## src/rtl/pe_pkg.sv

```systemverilog
// Shared types and sizing helpers for the processing-element datapath.
package pe_pkg;

  // Sequencer states.
  typedef enum logic [1:0] {
    S_IDLE  = 2'd0,
    S_RUN   = 2'd1,
    S_DRAIN = 2'd2,
    S_DONE  = 2'd3
  } state_e;

  // Issue-to-result latency: one memory read cycle, one multiplier register,
  // and one register per adder-tree level.
  function automatic int lat(input int c);
    return $clog2(c) + 2;
  endfunction

  // Dot-product width. The sum of C full-scale signed products cannot overflow it.
  function automatic int w_y(input int c, input int w_x, input int w_k);
    return w_x + w_k + $clog2(c);
  endfunction

endpackage

```

## src/rtl/vec_mul.sv

```systemverilog
// C-lane signed dot-product engine: one product register stage followed by a
// registered binary adder tree. The whole pipeline advances only when en=1.
// C must be a power of two.
module vec_mul
  import pe_pkg::*;
#(
  parameter int C   = 8,
  parameter int W_X = 8,
  parameter int W_K = 8,
  parameter int W_Y = w_y(C, W_X, W_K)
) (
  input  logic                 clk,
  input  logic                 rst,
  input  logic                 en,
  input  logic [C*W_K-1:0]     k,
  input  logic [C*W_X-1:0]     x,
  output logic [W_Y-1:0]       y
);

  localparam int DEPTH = $clog2(C);
  localparam int W_P   = W_X + W_K;

  logic signed [W_P-1:0] prod_d [C];
  logic signed [W_P-1:0] prod_q [C];

  // Per-lane signed products of the current K/X vectors.
  always_comb begin
    for (int i = 0; i < C; i++) begin
      prod_d[i] = W_P'($signed(k[i*W_K +: W_K])) * W_P'($signed(x[i*W_X +: W_X]));
    end
  end

  // Product register stage, frozen while the pipeline is stalled.
  always_ff @(posedge clk) begin
    if (rst) begin
      for (int i = 0; i < C; i++) prod_q[i] <= '0;
    end else if (en) begin
      prod_q <= prod_d;
    end
  end

  genvar gi;
  generate
    for (gi = 0; gi < DEPTH; gi++) begin : g_lvl
      localparam int N = C >> (gi + 1);
      logic signed [W_Y-1:0] sum_d [N];
      logic signed [W_Y-1:0] sum_q [N];

      if (gi == 0) begin : g_src
        // First tree level: pairwise sums of sign-extended products.
        always_comb begin
          for (int j = 0; j < N; j++) begin
            sum_d[j] = W_Y'(prod_q[2*j]) + W_Y'(prod_q[2*j+1]);
          end
        end
      end else begin : g_src
        // Deeper levels: pairwise sums of the previous level's registers.
        always_comb begin
          for (int j = 0; j < N; j++) begin
            sum_d[j] = g_lvl[gi-1].sum_q[2*j] + g_lvl[gi-1].sum_q[2*j+1];
          end
        end
      end

      // One register per tree level, advancing with the rest of the pipe.
      always_ff @(posedge clk) begin
        if (rst) begin
          for (int j = 0; j < N; j++) sum_q[j] <= '0;
        end else if (en) begin
          sum_q <= sum_d;
        end
      end
    end

    if (DEPTH == 0) begin : g_out
      assign y = W_Y'(prod_q[0]);
    end else begin : g_out
      assign y = g_lvl[DEPTH-1].sum_q[0];
    end
  endgenerate

endmodule

```

## src/rtl/vec_mul_seq.sv

```systemverilog
// Job sequencer for one vec_mul engine: issues N K/X vector reads, tracks
// validity with a tag shift register aligned to the datapath, and streams
// results out on valid/ready. One global advance signal freezes memories,
// datapath and tags together on backpressure, so no lane data is lost.
module vec_mul_seq
  import pe_pkg::*;
#(
  parameter int C   = 8,
  parameter int W_X = 8,
  parameter int W_K = 8,
  parameter int AW  = 10,
  parameter int LW  = 16
) (
  input  logic                              clk,
  input  logic                              rst,
  input  logic                              cmd_valid,
  output logic                              cmd_ready,
  input  logic [LW-1:0]                     cmd_len,
  input  logic [AW-1:0]                     cmd_k_base,
  input  logic [AW-1:0]                     cmd_x_base,
  input  logic                              cmd_k_fixed,
  output logic                              k_rd_en,
  output logic [AW-1:0]                     k_rd_addr,
  input  logic [C*W_K-1:0]                  k_rd_data,
  output logic                              x_rd_en,
  output logic [AW-1:0]                     x_rd_addr,
  input  logic [C*W_X-1:0]                  x_rd_data,
  output logic                              res_valid,
  input  logic                              res_ready,
  output logic [w_y(C, W_X, W_K)-1:0]       res_data,
  output logic                              res_last,
  output logic                              busy,
  output logic                              done
);

  localparam int W_Y = w_y(C, W_X, W_K);
  localparam int LAT = lat(C);

  state_e         state_q, state_d;
  logic [LW-1:0]  len_q, len_d;
  logic [LW-1:0]  issue_cnt_q, issue_cnt_d;
  logic [LW-1:0]  out_cnt_q, out_cnt_d;
  logic [AW-1:0]  k_base_q, k_base_d;
  logic [AW-1:0]  x_base_q, x_base_d;
  logic           k_fixed_q, k_fixed_d;
  logic [LAT-1:0] tag_q, tag_d;

  logic adv;
  logic issue;
  logic accept;
  logic last_out;
  logic mul_en;

  // Global advance: everything holds while a presented result is refused.
  assign res_valid = tag_q[LAT-1];
  assign adv       = !(res_valid && !res_ready);
  assign issue     = (state_q == S_RUN) && adv;
  assign accept    = res_valid && res_ready;
  assign last_out  = (out_cnt_q == len_q - LW'(1));
  assign res_last  = res_valid && last_out;
  assign mul_en    = adv && (state_q != S_IDLE);

  // Read requests; addresses wrap naturally at AW bits.
  assign k_rd_en   = issue;
  assign x_rd_en   = issue;
  assign x_rd_addr = x_base_q + AW'(issue_cnt_q);
  assign k_rd_addr = k_fixed_q ? k_base_q : (k_base_q + AW'(issue_cnt_q));

  // FSM next state, command latching, counters and status outputs.
  always_comb begin
    state_d     = state_q;
    len_d       = len_q;
    k_base_d    = k_base_q;
    x_base_d    = x_base_q;
    k_fixed_d   = k_fixed_q;
    issue_cnt_d = issue_cnt_q;
    out_cnt_d   = out_cnt_q;
    cmd_ready   = 1'b0;
    busy        = 1'b1;
    done        = 1'b0;

    if (accept) out_cnt_d = out_cnt_q + LW'(1);

    case (state_q)
      S_IDLE: begin
        cmd_ready = 1'b1;
        busy      = 1'b0;
        if (cmd_valid) begin
          len_d       = cmd_len;
          k_base_d    = cmd_k_base;
          x_base_d    = cmd_x_base;
          k_fixed_d   = cmd_k_fixed;
          issue_cnt_d = '0;
          out_cnt_d   = '0;
          state_d     = (cmd_len == '0) ? S_DONE : S_RUN;
        end
      end
      S_RUN: begin
        if (adv) begin
          issue_cnt_d = issue_cnt_q + LW'(1);
          if (issue_cnt_q == len_q - LW'(1)) state_d = S_DRAIN;
        end
      end
      S_DRAIN: begin
        // Finish once the final result leaves with nothing else in flight.
        if (accept && last_out && (tag_q[LAT-2:0] == '0)) state_d = S_DONE;
      end
      S_DONE: begin
        done    = 1'b1;
        state_d = S_IDLE;
      end
      default: state_d = S_IDLE;
    endcase
  end

  // Validity tags shift in step with the memory + datapath stages.
  always_comb begin
    tag_d = tag_q;
    if (adv) tag_d = {tag_q[LAT-2:0], issue};
  end

  // State, job context, counters and tag pipe registers.
  always_ff @(posedge clk) begin
    if (rst) begin
      state_q     <= S_IDLE;
      len_q       <= '0;
      k_base_q    <= '0;
      x_base_q    <= '0;
      k_fixed_q   <= 1'b0;
      issue_cnt_q <= '0;
      out_cnt_q   <= '0;
      tag_q       <= '0;
    end else begin
      state_q     <= state_d;
      len_q       <= len_d;
      k_base_q    <= k_base_d;
      x_base_q    <= x_base_d;
      k_fixed_q   <= k_fixed_d;
      issue_cnt_q <= issue_cnt_d;
      out_cnt_q   <= out_cnt_d;
      tag_q       <= tag_d;
    end
  end

  vec_mul #(
    .C   (C),
    .W_X (W_X),
    .W_K (W_K),
    .W_Y (W_Y)
  ) u_vec_mul (
    .clk (clk),
    .rst (rst),
    .en  (mul_en),
    .k   (k_rd_data),
    .x   (x_rd_data),
    .y   (res_data)
  );

endmodule

```

## config.mk

```make
export PLATFORM = sky130hd
export DESIGN_NAME = vec_mul_seq
export DESIGN_NICKNAME = d
export VERILOG_FILES = /design/src/rtl/pe_pkg.sv /design/src/rtl/vec_mul.sv /design/src/rtl/vec_mul_seq.sv
export SDC_FILE = /design/constraint.sdc
export NUM_CORES = 2
export LEC_CHECK = 0
export CAP_MARGIN = 20
export CELL_PAD_IN_SITES_DETAIL_PLACEMENT = 1
export CELL_PAD_IN_SITES_GLOBAL_PLACEMENT = 1
export CORE_MARGIN = 3
export CORE_UTILIZATION = 45
export CTS_CLUSTER_SIZE = 16
export DETAILED_ROUTE_END_ITERATION = 16
export PLACE_DENSITY = 0.86
export SLEW_MARGIN = 20
export SYNTH_ARGS = -nofsm -noshare
export SYNTH_HDL_FRONTEND = slang
export SYNTH_SLANG_ARGS = --single-unit
```

## constraint.sdc

```tcl
create_clock -name clk -period 7 [get_ports clk]
set_input_delay 1.4 -clock clk [delete_from_list [all_inputs] [get_ports clk]]
set_output_delay 1.4 -clock clk [all_outputs]
set_load 0.02 [all_outputs]
```

# ---- After elaboration in Yosys (flattened, before gate mapping)
# Index checks and enable logic that the tools add are counted.
dict set report classes {
  reduce_logical 17
  eq_ne 9
  n_addsub 12
  n_mux 16
  multipliers 8
}
# op n
set op_table {}
lappend op_table {{multiplier 8 x 8 -> 16 bit} 8}
lappend op_table {{2-to-1 mux 16 bit} 5}
lappend op_table {{adder 16 x 16 -> 17 bit} 4}
lappend op_table {{adder 19 bit} 3}
lappend op_table {{adder 16 x 1 -> 16 bit (second input constant)} 2}
lappend op_table {{== test 16 bit} 2}
lappend op_table {{one-hot mux 16 bit (2 select lines)} 1}
lappend op_table {{adder 10 bit} 2}
lappend op_table {{logical NOT 16 bit} 1}
lappend op_table {{subtractor 16 x 1 -> 16 bit (second input constant)} 1}
lappend op_table {{2-to-1 mux 10 bit} 1}
lappend op_table {{2-to-1 mux 2 bit} 5}
lappend op_table {{one-hot mux 2 bit (4 select lines)} 1}
lappend op_table {{logical AND 1 bit} 7}
lappend op_table {{inequality test 2 bit (second input constant)} 3}
lappend op_table {{== test 2 bit (second input constant)} 2}
lappend op_table {{logical NOT 4 bit} 1}
lappend op_table {{AND reduction 4 bit} 1}
lappend op_table {{nonzero test 2 bit} 2}
lappend op_table {{2-to-1 mux 1 bit} 3}
lappend op_table {{AND reduction 3 bit} 1}
lappend op_table {{== test 2 x 1 -> 1 bit (second input constant)} 1}
lappend op_table {{logical NOT 1 bit} 2}
lappend op_table {{logical NOT 2 bit} 1}
lappend op_table {{2 further kinds} 2}
dict set report word_totals {
  ff_bits 337
  output_inout_bits 46
  wordCells 85
}

# ---- Longest topological paths before layout
dict set report logic_depth {
  word_depth 6
  mapped_depth 18
  depth_no_buf 18
}

# ---- By module
# Synthesis repeated with hierarchy kept, for this count alone.
dict set report unflattened {
  cells_unflattened 4284
  area_unflattened_um2 37646.1
}
# module area_each_um2 cells_per_inst seq_area_each_um2 n_inst
set by_module_without_submodules {}
lappend by_module_without_submodules {vec_mul 32794.0 3667 5064.9 1}
lappend by_module_without_submodules {vec_mul_seq 4852.2 617 1521.5 1}

# ---- Least setup slack after synthesis
# Ideal clock, no wire load.
dict set report synth_path {
  path_type {input-to-reg}
  from {input port k_rd_data[61]}
  to {register u_vec_mul.prod_q[14] (netlist bit)}
  stages 17
  arrival_time_ns 5.224
  required_time_ns 6.894
  path_slack_ns 1.670
  setup_ns 0.106
  path_cell_list {and2_1 > fa_1 > inv_1 > fa_1 > inv_1 > fa_1 > inv_1 > fa_1 > inv_1 > ha_1 > o21ai_0 > a21oi_1 > o21ai_0 > a21boi_0 > o2111ai_1 > a2111o_1 > o311ai_0}
}
dict set report synth_via {
  elab_chain_len 1
}
# element line
set synth_lines {}
lappend synth_lines {{start: declaration} vec_mul_seq.sv:24} ;# input logic [C*W_K-1:0] k_rd_data,
lappend synth_lines {{multiplier 8 x 8 -> 16 bit} vec_mul.sv:29} ;# prod_d[i] = W_P'($signed(k[i*W_K +: W_K])) * W_P'($signed(x[i*W_X +: W_X]));
lappend synth_lines {{end signal: assignment} vec_mul.sv:38} ;# prod_q <= prod_d;
lappend synth_lines {{end: declaration} vec_mul.sv:24} ;# logic signed [W_P-1:0] prod_q [C];
# Every way passes these cells.
# A chain may end at the register's enable or synchronous reset.

# ---- Worst setup path after layout
dict set report layout_path {
  from {input port k_rd_data[62]}
  to {register u_vec_mul.prod_q[14] (netlist bit)}
}
# The elaborated chain is that of the path after synthesis.

==> results by group <==
Status
  – Outcome: completed

Worst setup path
  – Setup crit start kind: primary input
  – Cell Chain, Critical Path: clkdlybuf4s50_1 > and2_1 > fa_1 > inv_1 > fa_1 > inv_1 > fa_1 > inv_1 > fa_1 > inv_1 > ha_1 > o21ai_0 > a21oi_1 > o21ai_0 > a21boi_0 > o2111ai_1 > a2111o_1 > o311ai_0
  – Data required time of the worst path: 7.46 ns
  – Crit Path Class: primary input to flop
  – Max incr delay on CP: 0.56 ns
  – Worst R2R Start: len_q[0]
  – Crit path max fanout: 8
  – WP data arrival: 6.27 ns
  – R2R Setup Slk: 3.05 ns
  – Reg2Reg Depth: 8
  – Slowest stage cell, crit path: clkdlybuf4s50_1
  – Worst setup EP type: flop
  – Worst r2r dst: state_q[1]

STA
  – Max_slew headroom: 29.86%
  – Period utilization: 82.94%
  – Peak Freq: 0.1722 GHz
  – Shortest period the worst path allows: 5.806 ns
  – RSZ-0062 raised after global routing: false
  – TNS Setup: 0 ns
  – Final Skew: 0.03504 ns
  – Worst Max-Slew Pin Slew: 1.043 ns
  – Slew Limit Fails: 0
  – Count of final setup violators: 0
  – Fin. Hold Viols: 0
  – Hold slack: 0.4563 ns

Final layout
  – Cell Count, Final, Fillers Out: 5910
  – Layout area overhead: 11.98%
  – # nets final: 5737
  – Share of cells above drive strength 1: 2.702%

Global routing
  – Total Routing Usage GR: 24.51%
  – Vias in the first global route: 35240
  – First-pass GRT wire length: 179800 um
  – Initial antenna violation count: 1
  – GRT overflow: 0
  – Largest net degree at the start of global routing: 161

Clock network
  – Gates resized, CTS repair: 0
  – Number of H-tree levels: 2
  – Clk buf depth: 3
  – CTS sink cnt: 329
  – Latest clock arrival within the worst-skew pair: 0.57 ns
  – Root buffer selected by CTS: clkbuf_16
  – Clock-pin slew on the worst setup and hold paths: 0.06 ns
  – Post-CTS Setup Inserts: 0
  – Total CTS buffers: 41
  – CTS tree: done
  – Post-CTS Hold Fix Bufs: 0

Synthesis
  – Async SR Flop Fraction: 0%
  – Post-Syn Instances: 4609
  – FF+latch count, synth: 329
  – Top FF cell, synth: dfxtp_1
  – Share of the synthesized area in the top cell type: 23.48%
  – Most frequent cell after synthesis: inv_1
  – Post-Synth XOR/XNOR Area: 5.240%
  – Synth Area per Inst: 8.305 um^2
  – Compound-cell area share of the yosys netlist: 12.15%
  – Simple-Gate Fraction of Synth Area: 20.61%
  – Adder-Cell Fraction of Synth Area: 35.68%
  – Number of flops mapped to enable cells by yosys: 0
  – Largest cells by area after synthesis: fa_1 23%, dfxtp_1 17%, ha_1 12%
  – Main combinational cell family by area after synthesis: adder cells
  – Synth warn: 0
  – Most area-hungry cell type in the Yosys netlist: fa_1
  – Synthesized Nets: 5600
  – Register area share after synthesis: 17.21%
  – Proportion of synthesized area in mux cells: 0.6701%
  – Post-Syn Area: 0.03828 mm^2
  – Netlist cell types: 76
  – Most common library cells after synthesis: 718 x inv_1, 602 x nand2_1, 449 x fa_1

Route
  – Via density: 5.429
  – Via count: 32090
  – Drt wl/cell: 18.42 um
  – ANT nets after route: 0
  – Pre-antenna DRT Iters: 5
  – Initial drt markers: 1283
  – WL final: 108900 um
  – Post-route DRC: 0

Floorplan
  – Top-Level Pins: 215
  – Die Ht: 297.7 um
  – Site Rows: 106
  – Die W: 297.7 um
  – Die area: 0.08860 mm^2
  – Core box area: 0.08395 mm^2
  – Initial Utilization: 45.59%

Run
  – Max_cap viols: 0

Placed design
  – Placed Instances: 5837
  – Final HPWL DP: 87080 um
  – Number of buffers added on ports: 214
  – Gpl congestion: 0.9032

Pwr
  – Pwr dens: 319.2 mW/mm^2
  – Worst vdd ir: 0.2545 mV
  – Leakage: 0.01939 uW

Worst hold path
  – Hold Crit Depth: 2
  – Hold EP: u_vec_mul.g_lvl[0].sum_q[10]
  – Hold Crit Class: flop to flop
  – Hold Path Origin: u_vec_mul.g_lvl[0].sum_q[10]
==> state kept, by name, indices dropped and copies added (netlist names) <==
signal	count
out_cnt_q	16
u_vec_mul.y	19
state_q	2
issue_cnt_q	16
tag_q	5
len_q	16
u_vec_mul.prod_q	128
x_base_q	10
u_vec_mul.g_lvl.sum_q	106
k_fixed_q	1
k_base_q	10
==> final cells by class <==
cell class	count	area, um^2
Timing Repair Buffer	229	2285
Sequential cell	329	6586
Multi-Input combinational cell	3426	28480
Fill cell	10050	41090
Clock buffer	57	1157
Antenna cell	1	2.502
Tap cell	1134	1419
Inverter	719	2699
Clock inverter	15	237.7
==> placed cells by master, fill, tap and decap left out, types with 101 or more instances in the layout <==
master           Yosys  layout
a21oi_1            352     352
and2_1             330     330
clkdlybuf4s50_1      0     213
dfxtp_1            329     329
fa_1               449     449
ha_1               373     373
inv_1              718     717
nand2_1            602     602
nand3_1            101     101
nor2_1             180     179
o21ai_0            150     150
xnor2_1            167     167
==> critical path, delay by kind of cell <==
kind                       cells  cell delay [ns]
AOI/OAI and AO/OA              7             1.50
adders and majority gates      5             2.35
and+or+nand+nor                1             0.25
buffers and inverters          5             0.77
==> metrics by stage <==
| step | cell area, um^2 | utilization (%) | setup slack, ns | power [uW] |
|---|---|---|---|---|
| 5_1_grt | 42860 | 51.06 | 0.9001 | 15000 |
| 3_3_place_gp | 41470 | 49.39 | 0.8033 | 10980 |
| 2_1_floorplan | 38280 | - | 1.670 | 8919 |
| 4_1_cts | 42860 | 51.05 | 1.219 | 13780 |
| 3_5_place_dp | 41470 | 49.39 | 0.6821 | 11440 |
| 6_report | 42860 | 51.06 | 1.194 | 13680 |
==> worst max path at each step <==
stage	to	slack (ns)	from
after global routing	u_vec_mul.prod_q[14]	0.90	k_rd_data[62]
after detailed placement	u_vec_mul.prod_q[14]	0.68	k_rd_data[62]
final	u_vec_mul.prod_q[14]	1.19	k_rd_data[62]
after floorplan	u_vec_mul.prod_q[14]	1.67	k_rd_data[61]
after CTS	u_vec_mul.prod_q[14]	1.22	k_rd_data[62]
after global placement	u_vec_mul.prod_q[14]	0.80	k_rd_data[61]
==> power breakdown <==
| part | switching [uW] | internal [uW] | leakage, uW |
|---|---|---|---|
| clock | 872 | 1340 | 0.000676 |
| sequential | 417 | 2300 | 0.00268 |
| combinational | 5160 | 3590 | 0.0160 |
| total | 6450 | 7230 | 0.0194 |
==> per-layer routing <==
metal,vias up,share of wire (%),track usage [%]
met5,-,0,0
met4,0,4.0,9.012
met3,206,2.7,2.456
met2,515,51,44.63
met1,16110,42,29.91
li1,15250,-,-
==> cell families after synthesis <==
logic type / count (synthesis)
simple gates: 1575
buf+inv: 854
fa+ha+maj: 822
compound gates: 776
flops: 329
xor+xnor: 229
mux: 24
Power figures use the tool's default switching activity.
